<file path="src/rtl/layer_seq_ctrl.sv">
// Control sequencer for a single-MAC fully connected layer (y = W*x, W is M x N).
// Loads x over a slave handshake, sequences M dot products, hands each row out.
module layer_seq_ctrl #(
  parameter int unsigned M    = 13,
  parameter int unsigned N    = 16,
  parameter int unsigned AW_X = $clog2(N),
  parameter int unsigned AW_W = $clog2(M * N)
) (
  input  logic            clk,
  input  logic            reset,
  input  logic            s_valid,
  output logic            s_ready,
  input  logic            m_ready,
  output logic            m_valid,
  output logic            wr_en_x,
  output logic [AW_X-1:0] addr_x,
  output logic [AW_W-1:0] addr_w,
  output logic            clear_acc,
  output logic            en_acc
);

  localparam int unsigned RW = (M > 1) ? $clog2(M) : 1;
  localparam logic [AW_X-1:0] KLast   = AW_X'(N - 1);
  localparam logic [RW-1:0]   RowLast = RW'(M - 1);
  localparam logic [AW_W-1:0] WLast   = AW_W'(M * N - 1);

  typedef enum logic [2:0] {StLoad, StClr, StMac, StDrain, StOut} state_e;

  state_e          state_q, state_d;
  logic [AW_X-1:0] k_q, k_d;
  logic [RW-1:0]   row_q, row_d;
  logic [AW_W-1:0] addr_w_q, addr_w_d;
  logic            en_acc_q;

  always_comb begin
    state_d   = state_q;
    k_d       = k_q;
    row_d     = row_q;
    addr_w_d  = addr_w_q;
    s_ready   = 1'b0;
    m_valid   = 1'b0;
    wr_en_x   = 1'b0;
    clear_acc = 1'b0;
    unique case (state_q)
      StLoad: begin
        s_ready = 1'b1;
        wr_en_x = s_valid;
        if (s_valid) begin
          if (k_q == KLast) begin
            k_d     = '0;
            row_d   = '0;
            state_d = StClr;
          end else begin
            k_d = k_q + 1'b1;
          end
        end
      end
      StClr: begin
        clear_acc = 1'b1;
        state_d   = StMac;
      end
      StMac: begin
        // Running weight address replaces row*N+k; wraps once per vector.
        addr_w_d = (addr_w_q == WLast) ? '0 : addr_w_q + 1'b1;
        if (k_q == KLast) begin
          k_d     = '0;
          state_d = StDrain;
        end else begin
          k_d = k_q + 1'b1;
        end
      end
      StDrain: begin
        state_d = StOut;
      end
      StOut: begin
        m_valid = 1'b1;
        if (m_ready) begin
          if (row_q == RowLast) begin
            row_d   = '0;
            state_d = StLoad;
          end else begin
            row_d   = row_q + 1'b1;
            state_d = StClr;
          end
        end
      end
      default: begin
        state_d = StLoad;
      end
    endcase
  end

  always_ff @(posedge clk) begin
    if (!reset) begin
      state_q  <= StLoad;
      k_q      <= '0;
      row_q    <= '0;
      addr_w_q <= '0;
      en_acc_q <= 1'b0;
    end else begin
      state_q  <= state_d;
      k_q      <= k_d;
      row_q    <= row_d;
      addr_w_q <= addr_w_d;
      // Memory read data lags the address by one cycle.
      en_acc_q <= (state_q == StMac);
    end
  end

  assign addr_x = k_q;
  assign addr_w = addr_w_q;
  assign en_acc = en_acc_q;

endmodule

</file>
<file path="config.mk">
export PLATFORM = sky130hd
export DESIGN_NAME = layer_seq_ctrl
export DESIGN_NICKNAME = d
export VERILOG_FILES = /design/src/rtl/layer_seq_ctrl.sv
export SDC_FILE = /design/constraint.sdc
export NUM_CORES = 1
export LEC_CHECK = 0
export BUFFER_PORTS_ARGS = -buffer_cell sky130_fd_sc_hd__buf_2
export CELL_PAD_IN_SITES_DETAIL_PLACEMENT = 2
export CELL_PAD_IN_SITES_GLOBAL_PLACEMENT = 2
export CORE_ASPECT_RATIO = 1.4
export CORE_MARGIN = 5
export CORE_UTILIZATION = 36
export CTS_BUF_LIST = sky130_fd_sc_hd__clkbuf_8
export DETAILED_ROUTE_END_ITERATION = 10
export PLACE_DENSITY_LB_ADDON = 0.15
export SLEW_MARGIN = 25
export SYNTH_ARGS = -nofsm -noshare
export SYNTH_HDL_FRONTEND = slang
export SYNTH_SLANG_ARGS = --single-unit
</file>
<file path="constraint.sdc">
create_clock -name clk -period 3.6 [get_ports clk]
set_input_delay 0.18 -clock clk [delete_from_list [all_inputs] [get_ports clk]]
set_output_delay 0.18 -clock clk [all_outputs]
set_load 0.02 [all_outputs]
</file>
==> results by group <==
Place
  – Routability cong.: 0.7390
  – IO Port Bufs: 20
  – HPWL reported at the end of detailed placement: 2.039 mm
  – Placed cells: 162

Logic synthesis
  – Number of enable flip-flop cells after synthesis: 0
  – Yosys Warn Count: 0
  – Post-synthesis cell type count: 37
  – Mapped Cells: 109
  – Total nets after synthesis: 117
  – Post-synthesis area per instance: 9.091 um2
  – Sequential fraction of the synthesis area: 40.40%
  – Number of flip-flops and latches in the synthesized netlist: 20
  – Async set-or-reset flop fraction in the synthesized netlist: 0%
  – Most instantiated flip-flop cell in the synthesis netlist: sky130_fd_sc_hd__dfxtp_1
  – Mapped Area: 991.0 um2

Setup path
  – Crit path capture type: flop
  – Worst r2r path cells: 4
  – Arrival time of data at the critical path endpoint: 1750 ps
  – R2r setup slk: 1990 ps
  – Crit path kind: reg -> reg
  – Required @ worst endpoint: 3740 ps
  – CP Max Fanout: 9
  – Startpoint kind of the worst setup timing path: flop

Final layout
  – Final core utilization: 44.03%
  – Non-filler instance count after layout: 165
  – Final-stage net count: 139
  – Antenna diodes: 0
  – Synthesis-to-layout area growth: 17.42%
  – Layout cells sized above 1: 24.81%

Clocking
  – H-Tree Depth: 1
  – Post-CTS sizing: 0
  – Num CTS Buffers: 3
  – Setup fix buffers added after clock tree synthesis: 0
  – Clock insertion delay at the later pin of the skew report: 250 ps
  – Post-CTS Hold Fix Bufs: 0
  – Clock Path Buffers: 2
  – Sink count of the clock tree: 20
  – TritonCTS clock tree: yes
  – Clock slew at reported path FFs: 70 ps
  – Clock tree root buffer cell: sky130_fd_sc_hd__clkbuf_8

Global routing
  – Pin count of the biggest net entering global routing: 15
  – Via count of the first global-routing pass: 977
  – Global-route wire length before repair: 4.422 mm
  – Total congestion overflow after global routing: 0
  – Antenna violations before repair: 0
  – Global-route usage over all layers: 15.22%

Die
  – Starting Density: 37.50%
  – Io pins: 21
  – Height of the die: 72.08 um
  – Site row count: 22
  – Die area: 0.003917 mm2
  – Standard cell core area: 0.002643 mm2
  – Die X-Extent: 54.34 um

STA
  – Slew at the pin closest to its max-slew limit: 481.9 ps
  – RSZ-0062 raised after global routing: no
  – Post-Route Skew: 1.638 ps
  – Final hold violation count: 0
  – Slew Viols, Final: 0
  – Setup Total Neg Slack: 0 ps
  – Final setup violation count: 0
  – Crit path time final: 1612 ps
  – Period utilisation layout: 44.77%
  – Relative max-transition margin: 67.84%
  – Maximum clock frequency: 0.6205 GHz

Pwr
  – Part of the power in combinational logic: 5.3%
  – Leak: 0.4999 nW
  – Internal Pwr Total: 0.0003046 W
  – Total Power Consumption: 0.0003905 W
  – Switching share of total power: 22.01%
  – Relative contribution of sequential cells to total power: 57.7%
  – Power per cell area: 335.6 mW/mm2
  – Switching component of the power: 0.00008595 W
  – Clock Power Share: 37.0%
  – Max IR drop VDD: 198.2 uV

Detailed routing
  – Post-route ant nets: 0
  – Vias: 875
  – Sum of routed wire length over all layers: 2.622 mm
  – Detailed-routing iteration count for the pre-antenna-repair pass: 2
  – Avg Vias per Cell: 5.303
  – DR iter-0 viols: 11
  – Routed WL per cell: 15.89 um
  – # DRC: 0

Status
  – Outcome: finished clean

Min path
  – Min-Delay Path Class: in -> reg
  – WHS Path Cells: 2

Run
  – Maximum capacitance violations: 0
-- worst paths after layout --
check	startpoint	endpoint
setup / recovery	state_q[1]	addr_w[4]
hold / removal	reset	state_q[2]
setup reg to reg	state_q[1]	addr_w[4]
hold reg to reg	addr_x[3]	addr_x[3]
-- critical path, cell delays in order, from the launching register on --
cell,delay [ps]
sky130_fd_sc_hd__dfxtp_1,460
sky130_fd_sc_hd__nor3b_4,480
sky130_fd_sc_hd__nand4_2,200
sky130_fd_sc_hd__o21ai_2,270
sky130_fd_sc_hd__nor2_1,80
-- stage by stage --
step,hold WS (ps),setup WS [ps],instance area (um2)
after floorplan,301.7,2108,991.0
after global placement,484.9,2057,1122
after detailed placement,518.6,1996,1122
after CTS,262.6,1959,1164
after global routing,257.9,1835,1164
final,265.6,1988,1164
-- cells in the final DEF, fill, tap and decap left out, drive strengths merged, types with 4 or more instances in the layout --
cell type | synthesis | final
a21oi | 5 | 5
and2 | 4 | 4
buf | 2 | 20
dfxtp | 20 | 20
ha | 4 | 4
inv | 4 | 4
nand2 | 7 | 7
nand3 | 6 | 6
nand4 | 5 | 5
nor2 | 17 | 17
xor2 | 5 | 5
-- final cells by class --
class | count | area (um2)
sequential | 20 | 400.4
inverter | 4 | 15.01
tap | 36 | 45.04
timing repair buffer | 20 | 100.1
fill | 322 | 1479
multi-input combinational | 82 | 561.8
clock buffer | 3 | 41.29
-- flip-flops by register name, indices dropped and copies added, names as in the netlist --
name	flops
row_q	4
addr_x	4
state_q	3
en_acc	1
addr_w	8
-- cell usage after synthesis, types with 2 or more instances --
cell | number | share of area, %
sky130_fd_sc_hd__dfxtp_1 | 20 | 40
sky130_fd_sc_hd__nor2_1 | 17 | 6.4
sky130_fd_sc_hd__nand2_1 | 7 | 2.7
sky130_fd_sc_hd__nand3_1 | 6 | 3.0
sky130_fd_sc_hd__a21oi_1 | 5 | 2.5
sky130_fd_sc_hd__xor2_1 | 5 | 4.4
sky130_fd_sc_hd__ha_1 | 4 | 5.1
sky130_fd_sc_hd__nand4_1 | 4 | 2.5
sky130_fd_sc_hd__and2_1 | 3 | 1.9
sky130_fd_sc_hd__inv_1 | 3 | 1.1
sky130_fd_sc_hd__xnor2_1 | 3 | 2.7
sky130_fd_sc_hd__and3_1 | 2 | 1.3
sky130_fd_sc_hd__buf_2 | 2 | 1.0
sky130_fd_sc_hd__mux2i_1 | 2 | 2.0
sky130_fd_sc_hd__nand3b_1 | 2 | 1.5
sky130_fd_sc_hd__nor3_1 | 2 | 1.0
sky130_fd_sc_hd__o21ai_0 | 2 | 1.0
-- power by group through the flow --
stage          Clock [W]  Sequential, W  Combinational (W)
6_report        0.000144       0.000225          0.0000208
4_1_cts         0.000152       0.000225          0.0000213
5_1_grt         0.000163       0.000226          0.0000227
3_3_place_gp           0       0.000230          0.0000207
2_1_floorplan          0       0.000232          0.0000103
3_5_place_dp           0       0.000230          0.0000213
-- per-layer routing --
| layer | wire length, um | GRT usage [%] |
|---|---|---|
| met1 | 1100 | 16.90 |
| met2 | 1433 | 27.43 |
| met3 | 63 | 2.053 |
| met4 | 24 | 6.648 |
| met5 | 0 | 0 |
-- logic make-up after synthesis --
group / count (synthesis) / synth area share, %
mux: 3 / 3.157
fa+ha+maj: 4 / 5.051
flops: 20 / 40.40
compound gates: 14 / 11.36
simple gates: 53 / 30.05
xor+xnor: 8 / 7.071
buf+inv: 7 / 2.903
Note: power is estimated with default switching activity, not from simulation.
